## src/rtl/dump_sequencer_pkg.sv

```systemverilog
// Shared types and default sizes for the debug dump sequencer.
// Optional checksum byte is enabled by defining DUMP_CHECKSUM_EN.
package dump_sequencer_pkg;

    typedef enum logic [2:0] {
        IDLE,
        REG_RD,
        REG_TX,
        MEM_RD,
        MEM_TX,
        LAT_TX,
        CSUM_TX,
        FINISH
    } state_t;

    localparam int DEF_NB_R_INT    = 341;
    localparam int DEF_N_REGS      = 32;
    localparam int DEF_N_MEM_WORDS = 32;
    localparam int LAT_BYTES       = (DEF_NB_R_INT + 7) / 8;

    function automatic int lat_bytes_of(input int nb_bits);
        return (nb_bits + 7) / 8;
    endfunction

endpackage

```

## src/rtl/dump_sequencer_byte_serializer.sv

```systemverilog
// Loads one word and offers it LSB byte first on a valid/ready byte port.
// Part of dump_sequencer (checksum option DUMP_CHECKSUM_EN lives in the top).
module byte_serializer
    import dump_sequencer_pkg::*;
#(
    parameter int NB_WORD = 32
) (
    input  logic               i_clk,
    input  logic               i_reset,
    input  logic               i_load,
    input  logic [NB_WORD-1:0] i_word,
    input  logic               i_ready,
    output logic               o_valid,
    output logic [7:0]         o_data,
    output logic               o_word_done
);
    localparam int NBYTES = NB_WORD / 8;
    localparam int CW     = $clog2(NBYTES + 1);

    logic [NB_WORD-1:0] r_shift;
    logic [CW-1:0]      r_left;
    logic               w_xfer;

    assign o_valid     = (r_left != '0);
    assign o_data      = r_shift[7:0];
    assign w_xfer      = o_valid && i_ready;
    assign o_word_done = w_xfer && (r_left == CW'(1));

    always_ff @(posedge i_clk or posedge i_reset) begin
        if (i_reset) begin
            r_shift <= '0;
            r_left  <= '0;
        end else if (i_load) begin
            r_shift <= i_word;
            r_left  <= CW'(NBYTES);
        end else if (w_xfer) begin
            r_shift <= r_shift >> 8;
            r_left  <= r_left - CW'(1);
        end
    end

endmodule

```

## src/rtl/dump_sequencer.sv

```systemverilog
// Streams register file, data memory and a pipeline-latch snapshot out as bytes.
// Define DUMP_CHECKSUM_EN to append an XOR checksum byte after the latch bytes.
module dump_sequencer
    import dump_sequencer_pkg::*;
#(
    parameter int NB_REG      = 32,
    parameter int NB_R_INT    = DEF_NB_R_INT,
    parameter int N_REGS      = DEF_N_REGS,
    parameter int N_MEM_WORDS = DEF_N_MEM_WORDS
) (
    input  logic                i_clk,
    input  logic                i_reset,
    input  logic                i_start,
    input  logic [NB_REG-1:0]   i_reg_data,
    input  logic [NB_REG-1:0]   i_mem_data,
    input  logic [NB_R_INT-1:0] i_latches_data,
    input  logic                i_tx_ready,
    output logic                o_tx_valid,
    output logic [7:0]          o_tx_data,
    output logic [4:0]          o_reg_addr,
    output logic [31:0]         o_mem_addr,
    output logic                o_busy,
    output logic                o_done
);
    localparam int LB    = lat_bytes_of(NB_R_INT);
    localparam int LAT_W = LB * 8;
    localparam int LCW   = $clog2(LB + 1);

`ifdef DUMP_CHECKSUM_EN
    localparam state_t LAT_NEXT = CSUM_TX;
`else
    localparam state_t LAT_NEXT = FINISH;
`endif

    state_t            r_state;
    state_t            w_state_next;
    logic [4:0]        r_reg_idx;
    logic [29:0]       r_mem_idx;
    logic [LCW-1:0]    r_lat_cnt;
    logic [LAT_W-1:0]  r_snap;
    logic              w_accept;
    logic              w_load;
    logic [NB_REG-1:0] w_word;
    logic              w_ser_valid;
    logic [7:0]        w_ser_data;
    logic              w_word_done;
    logic              w_reg_last;
    logic              w_mem_last;
    logic              w_lat_last;
`ifdef DUMP_CHECKSUM_EN
    logic [7:0]        r_csum;
`endif

    assign w_accept   = (r_state == IDLE) && i_start;
    assign w_load     = (r_state == REG_RD) || (r_state == MEM_RD);
    assign w_word     = (r_state == MEM_RD) ? i_mem_data : i_reg_data;
    assign w_reg_last = (r_reg_idx == 5'(N_REGS - 1));
    assign w_mem_last = (r_mem_idx == 30'(N_MEM_WORDS - 1));
    assign w_lat_last = (r_lat_cnt == LCW'(LB - 1));
    assign o_reg_addr = r_reg_idx;
    assign o_mem_addr = {r_mem_idx, 2'b00};
    assign o_busy     = (r_state != IDLE);
    assign o_done     = (r_state == FINISH);

    byte_serializer #(.NB_WORD(NB_REG)) u_ser (
        .i_clk       (i_clk),
        .i_reset     (i_reset),
        .i_load      (w_load),
        .i_word      (w_word),
        .i_ready     (i_tx_ready),
        .o_valid     (w_ser_valid),
        .o_data      (w_ser_data),
        .o_word_done (w_word_done)
    );

    always_ff @(posedge i_clk or posedge i_reset) begin
        if (i_reset) r_state <= IDLE;
        else         r_state <= w_state_next;
    end

    always_comb begin
        w_state_next = r_state;
        o_tx_valid   = 1'b0;
        o_tx_data    = '0;
        case (r_state)
            IDLE:   if (i_start) w_state_next = REG_RD;
            REG_RD: w_state_next = REG_TX;
            REG_TX: begin
                o_tx_valid = w_ser_valid;
                o_tx_data  = w_ser_data;
                if (w_word_done) w_state_next = w_reg_last ? MEM_RD : REG_RD;
            end
            MEM_RD: w_state_next = MEM_TX;
            MEM_TX: begin
                o_tx_valid = w_ser_valid;
                o_tx_data  = w_ser_data;
                if (w_word_done) w_state_next = w_mem_last ? LAT_TX : MEM_RD;
            end
            LAT_TX: begin
                o_tx_valid = 1'b1;
                o_tx_data  = r_snap[7:0];
                if (i_tx_ready && w_lat_last) w_state_next = LAT_NEXT;
            end
`ifdef DUMP_CHECKSUM_EN
            CSUM_TX: begin
                o_tx_valid = 1'b1;
                o_tx_data  = r_csum;
                if (i_tx_ready) w_state_next = FINISH;
            end
`endif
            FINISH:  w_state_next = IDLE;
            default: w_state_next = IDLE;
        endcase
    end

    // Indices advance only after the 4th byte of a word has gone out
    always_ff @(posedge i_clk or posedge i_reset) begin
        if (i_reset) begin
            r_reg_idx <= '0;
            r_mem_idx <= '0;
            r_lat_cnt <= '0;
            r_snap    <= '0;
        end else begin
            if (w_accept) begin
                r_reg_idx <= '0;
                r_mem_idx <= '0;
                r_lat_cnt <= '0;
                r_snap    <= LAT_W'(i_latches_data);
            end
            if (r_state == REG_TX && w_word_done && !w_reg_last)
                r_reg_idx <= r_reg_idx + 5'd1;
            if (r_state == MEM_TX && w_word_done && !w_mem_last)
                r_mem_idx <= r_mem_idx + 30'd1;
            if (r_state == LAT_TX && i_tx_ready) begin
                r_snap    <= r_snap >> 8;
                r_lat_cnt <= r_lat_cnt + LCW'(1);
            end
        end
    end

`ifdef DUMP_CHECKSUM_EN
    always_ff @(posedge i_clk or posedge i_reset) begin
        if (i_reset)
            r_csum <= '0;
        else if (w_accept)
            r_csum <= '0;
        else if (o_tx_valid && i_tx_ready && r_state != CSUM_TX)
            r_csum <= r_csum ^ o_tx_data;
    end
`endif

endmodule

```

## config.mk

```make
export PLATFORM = sky130hd
export DESIGN_NAME = dump_sequencer
export DESIGN_NICKNAME = d
export VERILOG_FILES = /design/src/rtl/dump_sequencer_pkg.sv /design/src/rtl/dump_sequencer_byte_serializer.sv /design/src/rtl/dump_sequencer.sv
export SDC_FILE = /design/constraint.sdc
export NUM_CORES = 1
export LEC_CHECK = 0
export BUFFER_PORTS_ARGS = -buffer_cell sky130_fd_sc_hd__buf_2
export CAP_MARGIN = 20
export CELL_PAD_IN_SITES_DETAIL_PLACEMENT = 0
export CELL_PAD_IN_SITES_GLOBAL_PLACEMENT = 1
export CORE_UTILIZATION = 41
export CTS_CLUSTER_SIZE = 16
export DETAILED_ROUTE_END_ITERATION = 7
export PLACE_DENSITY_LB_ADDON = 0.3
export SETUP_SLACK_MARGIN = 0.2
export SYNTH_ARGS = -nofsm -noshare
export SYNTH_HDL_FRONTEND = slang
export SYNTH_HIERARCHICAL = 1
export SYNTH_SLANG_ARGS = --single-unit
```

## constraint.sdc

```tcl
create_clock -name i_clk -period 15.8 [get_ports i_clk]
set_input_delay 3.16 -clock i_clk [delete_from_list [all_inputs] [get_ports i_clk]]
set_output_delay 3.16 -clock i_clk [all_outputs]
set_load 0.02 [all_outputs]
```

==> out/results.md, run 1 <==
| Item | Value | Unit |
| --- | --- | --- |
| Pin count of the biggest net entering global routing | 106 | - |
| Start-to-end type of the worst setup path | input pin to register | - |
| Period utilisation layout | 41.7 | % |
| Clock root buffer | clkbuf_16 | - |
| Part of the power in the clock network | 40.7 | % |
| Setup-failing EPs final | 0 | - |
| Total Routing Usage GR | 23.2 | % |
| TritonCTS clock tree | done | - |
| Final Wtd Congestion | 0.841 | - |
| Number of warnings issued by yosys | 6 | - |
| Vias after detailed routing | 16,200 | - |
| DRC violation count after routing | 0 | - |
| Portion of netlist area occupied by mux cells | 2.41 | % |
| Portion of total power attributed to combinational logic | 10.5 | % |
| I/O pin count | 457 | - |
| Worst Max-Slew Pin Slew | 1.08 | ns |
| Fraction of the mapped netlist area in compound gates | 17.5 | % |
| Maximum buffer depth of the clock tree | 3 | - |
| Share of synthesized cell area in full adder, half adder and majority cells | 0.523 | % |
| Reg2reg start | r_state[0] | - |
| Layout-stage area growth over the synthesis result | 21.4 | % |
| Sink count of the clock tree | 420 | - |
| Initial antenna violation count | 32 | - |
| Worst min-delay path category | register to register | - |
| Hold Slack | 0.475 | ns |
| Number of vias per cell after detailed routing | 5.37 | - |
| Wire length reported by the detailed router | 56,000 | µm |
| Required time worst endpoint | 16.30 | ns |
| Number of setup buffers added after CTS | 0 | - |
| Worst hold start | r_snap[174] | - |
| Worst-Skew Late Latency | 0.56 | ns |
| Number of gates resized after cts | 0 | - |
| Fin Clk Skew | 0.0102 | ns |
| Xor/xnor share of the synthesized area | 0.137 | % |
| Number of pins with negative max-slew slack in the final report | 0 | - |
| Fin. Hold Viols | 0 | - |
| Setup TNS | 0 | ns |
| Setup repair after global routing missed its margin | no | - |
| Mapped cell area | 0.0192 | mm² |
| Port bufs | 454 | - |
| Post-detailed-route count of antenna-violating nets | 0 | - |
| Number of enable flip-flop cells after synthesis | 0 | - |
| Final layout net count | 2,776 | - |
| Post-CTS clock slew at the launch and capture registers of the worst setup and hold paths | 0.06 | ns |
| Ratio of cells with drive above 1 in the final layout | 25.6 | % |
| Placeable Area | 0.0458 | mm² |
| Pre-antenna DRT Iters | 5 | - |
| Post-synthesis register bit count | 420 | - |
| Data arrival time at the worst-slack endpoint | 7.09 | ns |
| Die boundary height | 218 | µm |
| Combinational family with the most area after synthesis | simple AND/OR/NAND/NOR gates | - |
| Std cell rows | 78 | - |
| Count of different cell masters after synthesis | 58 | - |
| Half-perimeter wire length of the detailed placement result | 37,900 | µm |
| Cell count after synthesis | 1,991 | - |
| GR Overflow Total | 0 | - |
| Die area | 0.0476 | mm² |
| Maximum operating frequency | 152 | MHz |
| H-Tree Depth | 2 | - |
| Power density over the cells | 116 | mW/mm² |
| Vias in the first global route | 15,900 | - |
| Maximum fanout count along the critical path | 105 | - |
| Worst IR Drop VDD | 0.0809 | mV |
| Ys async rst share | 100 | % |
| Worst rel slew slack | 28.0 | % |
| Startpoint of the most critical setup path | i_tx_ready | - |
| Num CTS Buffers | 45 | - |
| CP Launch Type | input pin | - |
| Total area of multi-input combinational cells | 0.00786 | mm² |
| Minimum period implied by the final worst setup slack | 6.59 | ns |
| Relative contribution of sequential cells to total power | 48.8 | % |
| Pint | 0.00201 | W |
| Overall power of the completed layout | 0.00270 | W |
| Simple-gate portion of the synthesized area | 20.3 | % |
| Switching pwr | 0.000686 | W |
| Capturing element type of the critical path | register | - |
| Area occupied by registers | 0.0105 | mm² |
| Number of hold buffers added after cts | 0 | - |
| Violation count after the first detailed-route iteration | 1,364 | - |
| Fillcell total | 4,306 | - |
| Portion of the post-synthesis area used by sequential elements | 54.9 | % |
| Number of maximum-capacitance violations | 0 | - |
| Outcome | finished clean | - |
| Average wire per cell in the routed design | 18.6 | µm |
| Commonest register cell after synthesis | dfrtp_1 | - |
| Leakage power summed over all cells | 12.4 | nW |
| Starting utilization of the core area | 41.9 | % |
| Syn Area/Cell | 9.62 | µm² |
| First-pass GRT wire length | 87,300 | µm |
| Final Core Density | 50.8 | % |
| Die width | 218 | µm |
| Switching share of power | 25.4 | % |
==> synthesized netlist by cell type, drive strengths merged (2+ instances only) <==
| master | number | area (µm²) |
|---|---|---|
| and3 | 20 | 125 |
| o21ai | 26 | 130 |
| inv | 10 | 37.5 |
| ha | 8 | 100 |
| clkbuf | 48 | 180 |
| nor2b | 20 | 135 |
| a22o | 12 | 105 |
| nor4 | 9 | 83.8 |
| a21o | 2 | 15.0 |
| nand3 | 46 | 230 |
| dfrtp | 420 | 10500 |
| nor3 | 27 | 135 |
| or2 | 2 | 12.5 |
| nor3b | 5 | 37.5 |
| nand4 | 16 | 128 |
| nand2b | 19 | 119 |
| nor2 | 14 | 65.1 |
| mux2i | 9 | 90.1 |
| and4 | 3 | 28.8 |
| nand3b | 2 | 15.0 |
| buf | 108 | 598 |
| xnor2 | 2 | 17.5 |
| a21oi | 20 | 100 |
| a211o | 15 | 131 |
| mux2 | 33 | 372 |
| a221o | 29 | 297 |
| a22oi | 333 | 2500 |
| nand2 | 713 | 2680 |
| or3 | 7 | 48.8 |
==> placed cells by master (no fill, tap or decap), types with 20 or more instances in the layout <==
master,n
a21oi_1,20
mux2_2,33
buf_2,454
a221o_1,24
clkbuf_16,47
nand3_1,46
a22oi_1,333
o21ai_0,26
dfrtp_1,420
nand2_1,712
nor3_1,27
==> state kept, by name, summed over array words and instances (netlist names) <==
name,count
o_reg_addr,5
r_lat_cnt,6
r_mem_idx,30
r_snap,341
r_state,3
u_ser/r_left,3
u_ser/r_shift,32
==> power by group through the flow <==
stage / sequential [W] / clock (W) / combinational [W]
global route: 0.00133 / 0.00116 / 0.000329
finish: 0.00132 / 0.00110 / 0.000284
floorplan: 0.00130 / 0 / 0.000188
detailed placement: 0.00133 / 0 / 0.000286
CTS: 0.00132 / 0.00112 / 0.000287
global placement: 0.00133 / 0 / 0.000275
==> per-layer routing <==
metal / vias to the layer above / part of all wire, % / track usage [%]
li1: 7742 / - / -
met3: 91 / 7.2 / 6.37
met5: - / 0.35 / 0
met4: 30 / 1.9 / 6.90
met1: 7854 / 43 / 31.2
met2: 445 / 48 / 36.4
==> path summary, 6_finish.rpt <==
kind | end | slack, ns | cells after the start
worst max-delay path | r_snap[277] | 9.21 | 7
worst min-delay path | r_snap[174] | 0.47 | 2
max in group asynchronous | r_lat_cnt[5] | 11.16 | 4
min in group asynchronous | r_snap[151] | 2.69 | 2
worst max register to register | r_snap[277] | 11.12 | 8
worst min register to register | r_snap[174] | 0.47 | 2
==> critical path: stages <==
cell     delay, ns
buf_2         0.26
and3_4        0.53
nor2_4        0.85
buf_4         0.86
buf_4         0.92
nand2_1       0.15
nand2_1       0.11
==> metrics by stage <==
stage | cell area [µm²] | setup slack (ns) | cells
final | 23300 | 9.21 | 3012
after global routing | 23200 | 8.95 | 3006
after CTS | 23100 | 9.25 | 2990
after detailed placement | 21600 | 8.67 | 2909
after global placement | 21600 | 8.74 | 2909
after floorplan | 19200 | 1.94 | 1992
==> cells by family after synthesis <==
| logic type | count (synthesis) |
|---|---|
| buffers and inverters | 166 |
| muxes | 42 |
| xor gates and xnor gates | 3 |
| and+or+nand+nor | 906 |
| adders and majority gates | 8 |
| AOI/OAI and AO/OA | 445 |
| DFF | 420 |
| other | 1 |
==> layout make-up <==
class / count / share of cell area [%]
sequential: 420 / 45.2
multi-input combinational: 1406 / 33.8
timing repair buffer: 476 / 10.7
clock buffer: 66 / 5.84
tap: 600 / 3.23
clock inverter: 15 / 0.791
antenna: 19 / 0.204
inverter: 10 / 0.194
Note: power is estimated with default switching activity, not from simulation.
==> run 2: changes to the inputs <==
clock period = 6.8 ns   (was 15.8 ns; I/O delays follow)
==> run 2 against run 1 <==
Compared with the run above: global-route usage increased by 0.20 points; clock skew up 0.0069 ns; hold slack worse by 0.0027 ns; register-to-register slack worse by 7.9 ns; power is 140% higher; clock power rose by 150%; utilization rose by 0.16 points; cell count shrank 0.33%; first-iteration DRC count up 14%; flip-flop and latch count is the same; critical endpoint is now o_tx_valid; via count rose by 1.1%.
==> out/results.md, run 2 (synthesized netlist as in run 1, its figures left out) <==
| Item | Value | Unit | Delta |
| --- | --- | --- | --- |
| Outcome | finished clean | - |  |
| Number of maximum-capacitance violations | 0 | - | unchanged |
| Clock root buffer | clkbuf_16 | - |  |
| Number of pins with negative max-slew slack in the final report | 0 | - | unchanged |
| Start-to-end type of the worst setup path | register to output port | - |  |
| CP Launch Type | register | - |  |
| Setup TNS | 0 | ns | unchanged |
| Maximum operating frequency | 273 | MHz |  |
| Worst Max-Slew Pin Slew | 1.16 | ns | +0.0822 ns |
| CP max stage delay | 0.39 | ns | -0.53 ns |
| Pre-antenna DRT Iters | 7 | - | +2 |
| Num CTS Buffers | 47 | - | +4.4% |
| Power density over the cells | 276 | mW/mm² | +140% |
| Capturing element type of the critical path | output port | - |  |
| First-pass GRT wire length | 87,900 | µm | +0.71% |
| Std cell rows | 78 | - | unchanged |
| Maximum buffer depth of the clock tree | 3 | - | unchanged |
| Die area | 0.0476 | mm² | unchanged |
| Hold Slack | 0.472 | ns | -0.00268 ns |
| Number of hold buffers added after cts | 0 | - | unchanged |
| Critical-path cell with the highest stage delay | dfrtp_1 | - |  |
| Final Instance Area | 0.0233 | mm² | +0.31% |
| Setup repair after global routing missed its margin | no | - |  |
| Starting utilization of the core area | 41.9 | % | unchanged |
| Fin. Hold Viols | 0 | - | unchanged |
| Vias after detailed routing | 16,300 | - | +1.1% |
| Top library cells by usage in the layout, fill and taps aside | nand2_1 (712), buf_2 (454), dfrtp_1 (420) | - |  |
| GR Overflow Total | 0 | - | unchanged |
| Most frequent standard cell in the layout excluding fill and tap cells | nand2_1 | - |  |
| Placeable Area | 0.0458 | mm² | unchanged |
| Violation count after the first detailed-route iteration | 1,559 | - | +14% |
| Worst min-delay path category | register to register | - |  |
| Sink count of the clock tree | 420 | - | unchanged |
| GR met1 Demand/Resource | 30.5 | % | -0.78 points |
| Final Core Density | 51.0 | % | +0.16 points |
| H-Tree Depth | 2 | - | unchanged |
| TritonCTS clock tree | done | - |  |
| Initial antenna violation count | 36 | - | +13% |
| Fin Clk Skew | 0.0172 | ns | +0.00693 ns |
| Top Registers | r_snap: 341 flops, u_ser/r_shift: 32 flops, r_mem_idx: 30 flops | - |  |
| Maximum fanout count along the critical path | 21 | - | -80% |
| Most crowded layer after global routing | met2 | - |  |
| Worst-Skew Late Latency | 0.58 | ns | +0.02 ns |
| Required time worst endpoint | 5.44 | ns | -10.86 ns |
| Number of flip-flops in the largest register | 341 | - | unchanged |
| Setup slack, reg-to-reg | 3.26 | ns | -7.86 ns |
| Post-CTS clock slew at the launch and capture registers of the worst setup and hold paths | 0.06 | ns | about the same |
| Met2 routing resource usage after global routing | 37.0 | % | +0.58 points |
| Port bufs | 454 | - | unchanged |
| Leakage power summed over all cells | 12.5 | nW | +0.19% |
| Period utilisation layout | 53.9 | % |  |
| M3 GR Usage | 7.39 | % | +1.0 points |
| Number of setup buffers added after CTS | 0 | - | unchanged |
| DRC violation count after routing | 0 | - | unchanged |
| Layout-stage area growth over the synthesis result | 21.8 | % |  |
| Final layout net count | 2,770 | - | -0.22% |
| Ratio of cells with drive above 1 in the final layout | 25.6 | % | +0.033 points |
| Pin count of the biggest net entering global routing | 221 | - | +110% |
| Wire length reported by the detailed router | 57,100 | µm | +1.8% |
| I/O pin count | 457 | - | unchanged |
| Final Wtd Congestion | 0.820 | - | -2.4% |
| Fillcell total | 4,338 | - | +0.74% |
| Worst rel slew slack | 22.5 | % | -5.5 points |
| Biggest register | r_snap | - |  |
| Die width | 218 | µm | unchanged |
| Setup-failing EPs final | 0 | - | unchanged |
| Data arrival time at the worst-slack endpoint | 2.31 | ns | -4.78 ns |
| Number of gates resized after cts | 0 | - | unchanged |
| Total Routing Usage GR | 23.4 | % | +0.20 points |
| Half-perimeter wire length of the detailed placement result | 37,200 | µm | -1.9% |
| Post-detailed-route count of antenna-violating nets | 0 | - | unchanged |
| Minimum period implied by the final worst setup slack | 3.67 | ns |  |
| Worst IR Drop VDD | 0.298 | mV | +270% |
| Die boundary height | 218 | µm | unchanged |
| Vias in the first global route | 16,200 | - | +2.0% |
| Cell area after placement | 0.0216 | mm² | +0.21% |
| Crit-path cells | inv_1, ha_1, nor2b_4, inv_2, o21ai_0, nand2_1, buf_2 | - |  |
| Number of vias per cell after detailed routing | 5.44 | - | +1.4% |
| Average wire per cell in the routed design | 19.0 | µm | +2.2% |
run 2: cell count changes in the layout (fill, tap and decap cells not counted), sizes merged:
cell and delta:
buf -8, inv -2, clkinv +4, clkinvlp +1
bufinv +3, diode -3, clkbuf -5
run 2: worst max-delay path: cells and delay by family, from the launching register on:
family	cells	cell delay, ns
buffers and inverters	3	0.50
DFF	1	0.39
and+or+nand+nor	2	0.44
adders and majority gates	1	0.19
AOI/OAI and AO/OA	1	0.20
run 2: area by class of cell:
type	count	area, µm²	share of cell area [%]
tap	600	751	3.22
sequential	420	10500	45.1
multi-input combinational	1406	7860	33.7
antenna	16	40.0	0.172
timing repair buffer	468	2460	10.6
clock inverter	21	285	1.22
clock buffer	61	1370	5.88
inverter	10	41.3	0.177
run 2: per-layer routing:
metal | routed length [µm] | vias to the layer above
li1 | - | 7727
met1 | 23800 | 7967
met2 | 27100 | 480
met3 | 4510 | 119
met4 | 1370 | 42
met5 | 289 | -
run 2: power by group:
group	switching (W)	leakage (nW)	internal (W)
Sequential	0.000207	5.62	0.00285
Clock	0.00105	0.824	0.00168
Combinational	0.000369	6.02	0.000285
Total	0.00162	12.5	0.00481
run 2: path summary, 6_finish.rpt:
kind / startpoint / endpoint / cells past startpoint
setup reg to reg: r_state[0] / o_reg_addr[2] / 6
max in group asynchronous: i_reset / r_snap[84] / 3
setup / recovery: u_ser/r_left[0] / o_tx_valid / 7
min in group asynchronous: i_reset / u_ser/r_shift[24] / 3
hold reg to reg: r_snap[170] / r_snap[170] / 2
hold / removal: r_snap[170] / r_snap[170] / 2
run 2: per-stage QoR:
stage               worst slack (ns)  power, W  std cells
floorplan                      0.264   0.00347       1992
global placement                2.93   0.00373       2904
detailed placement              2.90   0.00376       2904
CTS                             3.10   0.00651       2986
global route                    2.98   0.00673       2998
finish                          3.13   0.00644       3002
